`src/rtl/regbank_pkg.sv`:
```
// Shared types and constants for the parametrised MIPS register bank.
package regbank_pkg;

  typedef enum logic [1:0] {
    IDLE,
    RUN,
    DONE
  } dump_state_t;

  localparam int DEFAULT_DATA_W = 32;
  localparam int DEFAULT_DEPTH  = 32;
  localparam int ZERO_REG       = 0;

  function automatic int clog2(input int unsigned value);
    int          bits;
    int unsigned v;
    bits = 0;
    v    = value - 1;
    while (v > 0) begin
      bits++;
      v = v >> 1;
    end
    return bits;
  endfunction

endpackage

```
`src/rtl/regbank_dump_fsm.sv`:
```
// Dump engine: walks every register index once with a valid/ready handshake.
module regbank_dump_fsm
  import regbank_pkg::*;
#(
  parameter int DEPTH = DEFAULT_DEPTH,
  parameter int AW    = clog2(DEPTH)
) (
  input  logic          i_clk,
  input  logic          i_rst_n,
  input  logic          i_start,
  input  logic          i_ready,
  output logic          o_valid,
  output logic [AW-1:0] o_addr,
  output logic          o_done
);

  localparam logic [AW-1:0] LAST_IDX = AW'(DEPTH - 1);

  dump_state_t   r_state;
  logic          r_valid;
  logic [AW-1:0] r_addr;
  logic          r_done;

  always_ff @(posedge i_clk or negedge i_rst_n) begin
    if (!i_rst_n) begin
      r_state <= IDLE;
      r_valid <= 1'b0;
      r_addr  <= '0;
      r_done  <= 1'b0;
    end else begin
      unique case (r_state)
        IDLE: begin
          r_done <= 1'b0;
          if (i_start) begin
            r_state <= RUN;
            r_valid <= 1'b1;
            r_addr  <= '0;
          end
        end
        RUN: begin
          if (i_ready) begin
            if (r_addr == LAST_IDX) begin
              r_state <= DONE;
              r_valid <= 1'b0;
              r_done  <= 1'b1;
            end else begin
              r_addr <= r_addr + AW'(1);
            end
          end
        end
        DONE: begin
          r_state <= IDLE;
          r_done  <= 1'b0;
          r_addr  <= '0;
        end
        default: begin
          r_state <= IDLE;
          r_valid <= 1'b0;
          r_done  <= 1'b0;
          r_addr  <= '0;
        end
      endcase
    end
  end

  assign o_valid = r_valid;
  assign o_addr  = r_addr;
  assign o_done  = r_done;

endmodule

```
`src/rtl/register_bank_param.sv`:
```
// Multi-port MIPS register file with write-through bypass, hardwired $zero,
// memory-mapped input register, registered display output and dump engine.
module register_bank_param
  import regbank_pkg::*;
#(
  parameter int DATA_W   = DEFAULT_DATA_W,
  parameter int DEPTH    = DEFAULT_DEPTH,
  parameter int NUM_READ = 2,
  parameter int IN_W     = 6,
  parameter int IN_REG   = 30,
  parameter int OUT_REG  = 31
) (
  input  logic                                  clock,
  input  logic                                  reset_n,
  input  logic [NUM_READ*clog2(DEPTH)-1:0]      read_addr,
  output logic [NUM_READ*DATA_W-1:0]            read_data,
  input  logic                                  RegWrite,
  input  logic [clog2(DEPTH)-1:0]               writeRegister,
  input  logic [DATA_W-1:0]                     writeData,
  input  logic [IN_W-1:0]                       user_in,
  output logic [DATA_W-1:0]                     toDisplay,
  output logic                                  display_update,
  input  logic                                  dump_start,
  input  logic                                  dump_ready,
  output logic                                  dump_valid,
  output logic [clog2(DEPTH)-1:0]               dump_addr,
  output logic [DATA_W-1:0]                     dump_data,
  output logic                                  dump_done
);

  localparam int AW = clog2(DEPTH);
  localparam logic [AW-1:0] ZERO_IDX = AW'(ZERO_REG);
  localparam logic [AW-1:0] IN_IDX   = AW'(IN_REG);
  localparam logic [AW-1:0] OUT_IDX  = AW'(OUT_REG);

  logic [DATA_W-1:0] r_regs [DEPTH];
  logic [DATA_W-1:0] r_to_display;
  logic              r_display_update;
  logic              w_wr_en;
  logic [AW-1:0]     w_dump_addr;

  assign w_wr_en = RegWrite && (writeRegister != ZERO_IDX) && (writeRegister != IN_IDX);

  // IN_REG never bypasses: its next value comes from user_in, not writeData.
  function automatic logic [DATA_W-1:0] f_read(input logic [AW-1:0] addr);
    if (addr == ZERO_IDX) return '0;
    if (RegWrite && (writeRegister == addr) && (addr != IN_IDX)) return writeData;
    return r_regs[addr];
  endfunction

  for (genvar gi = 0; gi < NUM_READ; gi++) begin : g_read
    logic [AW-1:0]     w_addr;
    logic [DATA_W-1:0] w_data;
    assign w_addr = read_addr[gi*AW +: AW];
    assign w_data = f_read(w_addr);
    assign read_data[gi*DATA_W +: DATA_W] = w_data;
  end

  // Display samples OUT_REG before this edge's write, giving one cycle of lag.
  always_ff @(posedge clock or negedge reset_n) begin
    if (!reset_n) begin
      r_regs           <= '{default: '0};
      r_to_display     <= '0;
      r_display_update <= 1'b0;
    end else begin
      if (w_wr_en) r_regs[writeRegister] <= writeData;
      r_regs[IN_IDX]   <= DATA_W'(user_in);
      r_to_display     <= r_regs[OUT_IDX];
      r_display_update <= (r_regs[OUT_IDX] != r_to_display);
    end
  end

  regbank_dump_fsm #(
    .DEPTH (DEPTH),
    .AW    (AW)
  ) u_dump_fsm (
    .i_clk   (clock),
    .i_rst_n (reset_n),
    .i_start (dump_start),
    .i_ready (dump_ready),
    .o_valid (dump_valid),
    .o_addr  (w_dump_addr),
    .o_done  (dump_done)
  );

  assign dump_addr      = w_dump_addr;
  assign dump_data      = f_read(w_dump_addr);
  assign toDisplay      = r_to_display;
  assign display_update = r_display_update;

endmodule

```
`config.mk`:
```
export PLATFORM = sky130hd
export DESIGN_NAME = register_bank_param
export DESIGN_NICKNAME = d
export VERILOG_FILES = /design/src/rtl/regbank_pkg.sv /design/src/rtl/regbank_dump_fsm.sv /design/src/rtl/register_bank_param.sv
export SDC_FILE = /design/constraint.sdc
export NUM_CORES = 2
export LEC_CHECK = 0
export CAP_MARGIN = 15
export CORE_UTILIZATION = 55
export CTS_CLUSTER_DIAMETER = 80
export DETAILED_ROUTE_END_ITERATION = 8
export GPL_ROUTABILITY_DRIVEN = 0
export PLACE_DENSITY = 0.72
export SKIP_LAST_GASP = 1
export SLEW_MARGIN = 20
export SYNTH_ARGS = -nofsm -noshare
export SYNTH_HDL_FRONTEND = slang
export SYNTH_HIERARCHICAL = 1
export SYNTH_SLANG_ARGS = --single-unit
```
`constraint.sdc`:
```
create_clock -name clock -period 3.3 [get_ports clock]
set_clock_uncertainty 0.1 [all_clocks]
set_input_delay 0.33 -clock clock [delete_from_list [all_inputs] [get_ports clock]]
set_output_delay 0.33 -clock clock [all_outputs]
set_load 0.01 [all_outputs]
```
==> flow_metrics.env <==
export IMPL_io_pin_count=194
export IMPL_synth_area_leaders="dfrtp_1 40%, mux2_2 20%, mux4_2 18%"
export IMPL_synth_seq_area_share=0.404
export IMPL_rr_startpoint="r_regs[3]"
export IMPL_fin_crit_ps=3630
export IMPL_relSlewSlack=0.241
export IMPL_final_util=0.691
export IMPL_rsz0062_at_grt="yes"
export IMPL_cts_root_buf="clkbuf_16"
export IMPL_critical_path_required_ps=2870
export IMPL_grt_max_degree=121
export IMPL_power_leakage_nw=34.3
export IMPL_post_place_ws_ps=-803
export IMPL_cts_sinks=1040
export IMPL_clk_latency_ps=770
export IMPL_finalSetupViolCount=36
export IMPL_worst_pin_slew_ps=1130
export IMPL_die_height_um=344
export IMPL_grt_pass1_wl_um=382000
export IMPL_cts_max_path_buffers=3
export IMPL_slew_viol_final=0
export IMPL_fin_nets=5470
export IMPL_synth_top_area_cell="dfrtp_1"
export IMPL_synthFlopType="dfrtp_1"
export IMPL_area_growth_syn_to_layout_pct=24.6
export IMPL_crit_type="register to output pin"
export IMPL_synth_edff_count=0
export IMPL_hpwl_um=175000
export IMPL_drive_gt1_frac=0.553
export IMPL_grt_remaining_overflow=0
export IMPL_maxCapViolCount=0
export IMPL_clkTransAtPathRegs_ps=60
export IMPL_via_per_inst=7.67
export IMPL_wire_per_inst_um=38.2
export IMPL_syn_avg_cell_area_um2=13.3
export IMPL_core_area_um2=116000
export IMPL_drc=0
export IMPL_timing_final_ws_setup_ps=-332
export IMPL_cts_buffers=112
export IMPL_grt_util_all_layers=0.453
export IMPL_ys_ff_latch=1040
export IMPL_failed_checks="setup timing"
export IMPL_die_w_um=344
export IMPL_htreeDepth=3
export IMPL_hold_path_startpoint="dump_ready"
export IMPL_dr_total_vias=54000
export IMPL_first_iter_violations=8126
export IMPL_postSynthCellCount=4844
export IMPL_crit_path_end_kind="output pin"
export IMPL_status="finished, violations left"
export IMPL_cts_tree="built"
export IMPL_die_area_um2=118000
export IMPL_start_kind="register"
export IMPL_hold_viol=0
export IMPL_cp_max_fo=17
export IMPL_row_count=125
export IMPL_antenna_found_initial=15
export IMPL_netlist_area_um2=64400
export IMPL_async_flop_share=1.00
export IMPL_antenna_left=0
export IMPL_grt_pass1_vias=53400
export IMPL_power_density_nw_per_um2=734
export IMPL_drt_first_pass_iters=9
export IMPL_worstSetupStartpoint="u_dump_fsm/o_addr[1]"
export IMPL_hold_path_class="input port to register"
export IMPL_synth_nets=4904
export IMPL_worstPathArrival_ps=3200
export IMPL_max_freq_mhz=275
export IMPL_synth_cell_types=81
export IMPL_synth_warnings=6
export IMPL_fin_crit_sh=1.10
export IMPL_peakVddDrop_mv=0.585
export IMPL_yosys_area_top_type_share=0.404
export IMPL_start_util=0.555
export IMPL_routed_wl_um=269000
export IMPL_io_buffers=193
## sequential cells by signal (all words and copies together) (netlist names)
register / flops
display_update: 1
r_regs: 998
toDisplay: 32
u_dump_fsm/o_addr: 5
u_dump_fsm/o_done: 1
u_dump_fsm/o_valid: 1
u_dump_fsm/r_state: 2
## logic make-up (layout without fill, tap and decap cells)
logic type / count (synthesis) / after routing / synth area share
and+or+nand+nor: 581 / 581 / 0.0457
xor gates and xnor gates: 47 / 47 / 0.00640
adders and majority gates: 2 / 2 / 0.000389
AOI/OAI and AO/OA: 668 / 668 / 0.0730
other: 0 / 12 / 0
muxes: 1942 / 1942 / 0.426
DFF: 1040 / 1040 / 0.404
buffers and inverters: 564 / 1222 / 0.0438
## path summary, 6_finish.rpt
check	endpoint	cells past startpoint	slack [ps]
worst max-delay path	dump_data[30]	8	-330
worst min-delay path	u_dump_fsm/r_state[1]	3	210
worst max register to register	display_update	5	740
worst min register to register	r_regs[1002]	0	320
max in group asynchronous	r_regs[7]	4	1090
min in group asynchronous	toDisplay[5]	3	520
## final cells by class
cell class	count	area, um^2
Fill cell	7802	35900
Clock buffer	163	3300
Multi-Input combinational cell	3240	37600
Timing Repair Buffer	1010	10700
Inverter	6	22.5
Sequential cell	1040	26000
Clock inverter	43	614
Antenna cell	12	30.0
Tap cell	1524	1910
## Yosys cell counts (all sizes together) (7+ instances only)
| cell type | n |
|---|---|
| a2111oi | 40 |
| a211oi | 25 |
| a21oi | 78 |
| a221o | 16 |
| a221oi | 74 |
| a22o | 24 |
| a22oi | 70 |
| buf | 334 |
| clkbuf | 224 |
| dfrtp | 1040 |
| mux2 | 1150 |
| mux2i | 268 |
| mux4 | 524 |
| nand2 | 119 |
| nand2b | 12 |
| nand3 | 36 |
| nand4 | 17 |
| nor2 | 127 |
| nor2b | 56 |
| nor3 | 120 |
| nor3b | 7 |
| nor4 | 39 |
| o211ai | 49 |
| o21ai | 112 |
| o221ai | 25 |
| o22ai | 115 |
| or3 | 10 |
| xnor2 | 41 |
## through the flow
step / hold WS, ps / instances / cell area, um^2 / power [mW] / setup TNS [ps]
final: 210 / 7038 / 80200 / 58.9 / -7540
after global routing: 248 / 7029 / 80200 / 60.1 / -9050
after CTS: 193 / 6981 / 78900 / 56.2 / -7850
after detailed placement: 163 / 6673 / 72600 / 40.3 / -29430
after global placement: 169 / 6673 / 72600 / 39.8 / -26770
after floorplan: -65.6 / 4844 / 64400 / 29.9 / 0
## where the power goes
group	switching, mW	internal [mW]
logic	13.3	14.0
clock network	5.66	7.93
registers	2.74	15.2
## layer usage
metal	track usage	vias up	routed length, um
met5	0.00561	-	186
met4	0.332	14	25400
met3	0.198	1577	42700
met2	0.628	4946	112000
met1	0.560	27300	89200
li1	-	20200	-
## worst max-delay path: stages, from the launching register on
cell           delay, ps
dfrtp_4              550
buf_4                200
buf_12               180
mux4_2               510
o2111ai_1            220
o41ai_1              140
nor3_2               260
nor2_1                90
dlygate4sd2_1        290
## cells in the final DEF (no fill, tap or decap), drive strengths merged, types with 25 or more instances in the layout
cell,instances
buf,841
a211oi,25
a22oi,70
mux2i,268
dfrtp,1040
o21ai,112
mux2,1150
o221ai,25
o22ai,115
xnor2,41
a221oi,74
nand2,119
dlygate4sd2,28
nor4,39
nand3,36
nor2b,56
a21oi,78
o211ai,49
nor3,120
clkdlybuf4s50,90
a2111oi,40
mux4,524
nor2,127
clkbuf,178
## timing repair
item | CTS | global route
pin swaps | 110 | 86
cloned | 13 | 5
resized for setup | 481 | 219
endpoints found under the hold margin | 549 | 0
hold buffers | 9 | 0
buffers inserted | 90 | 44
setup endpoints to repair | 95 | 78
(Power assumes the default switching activity.)
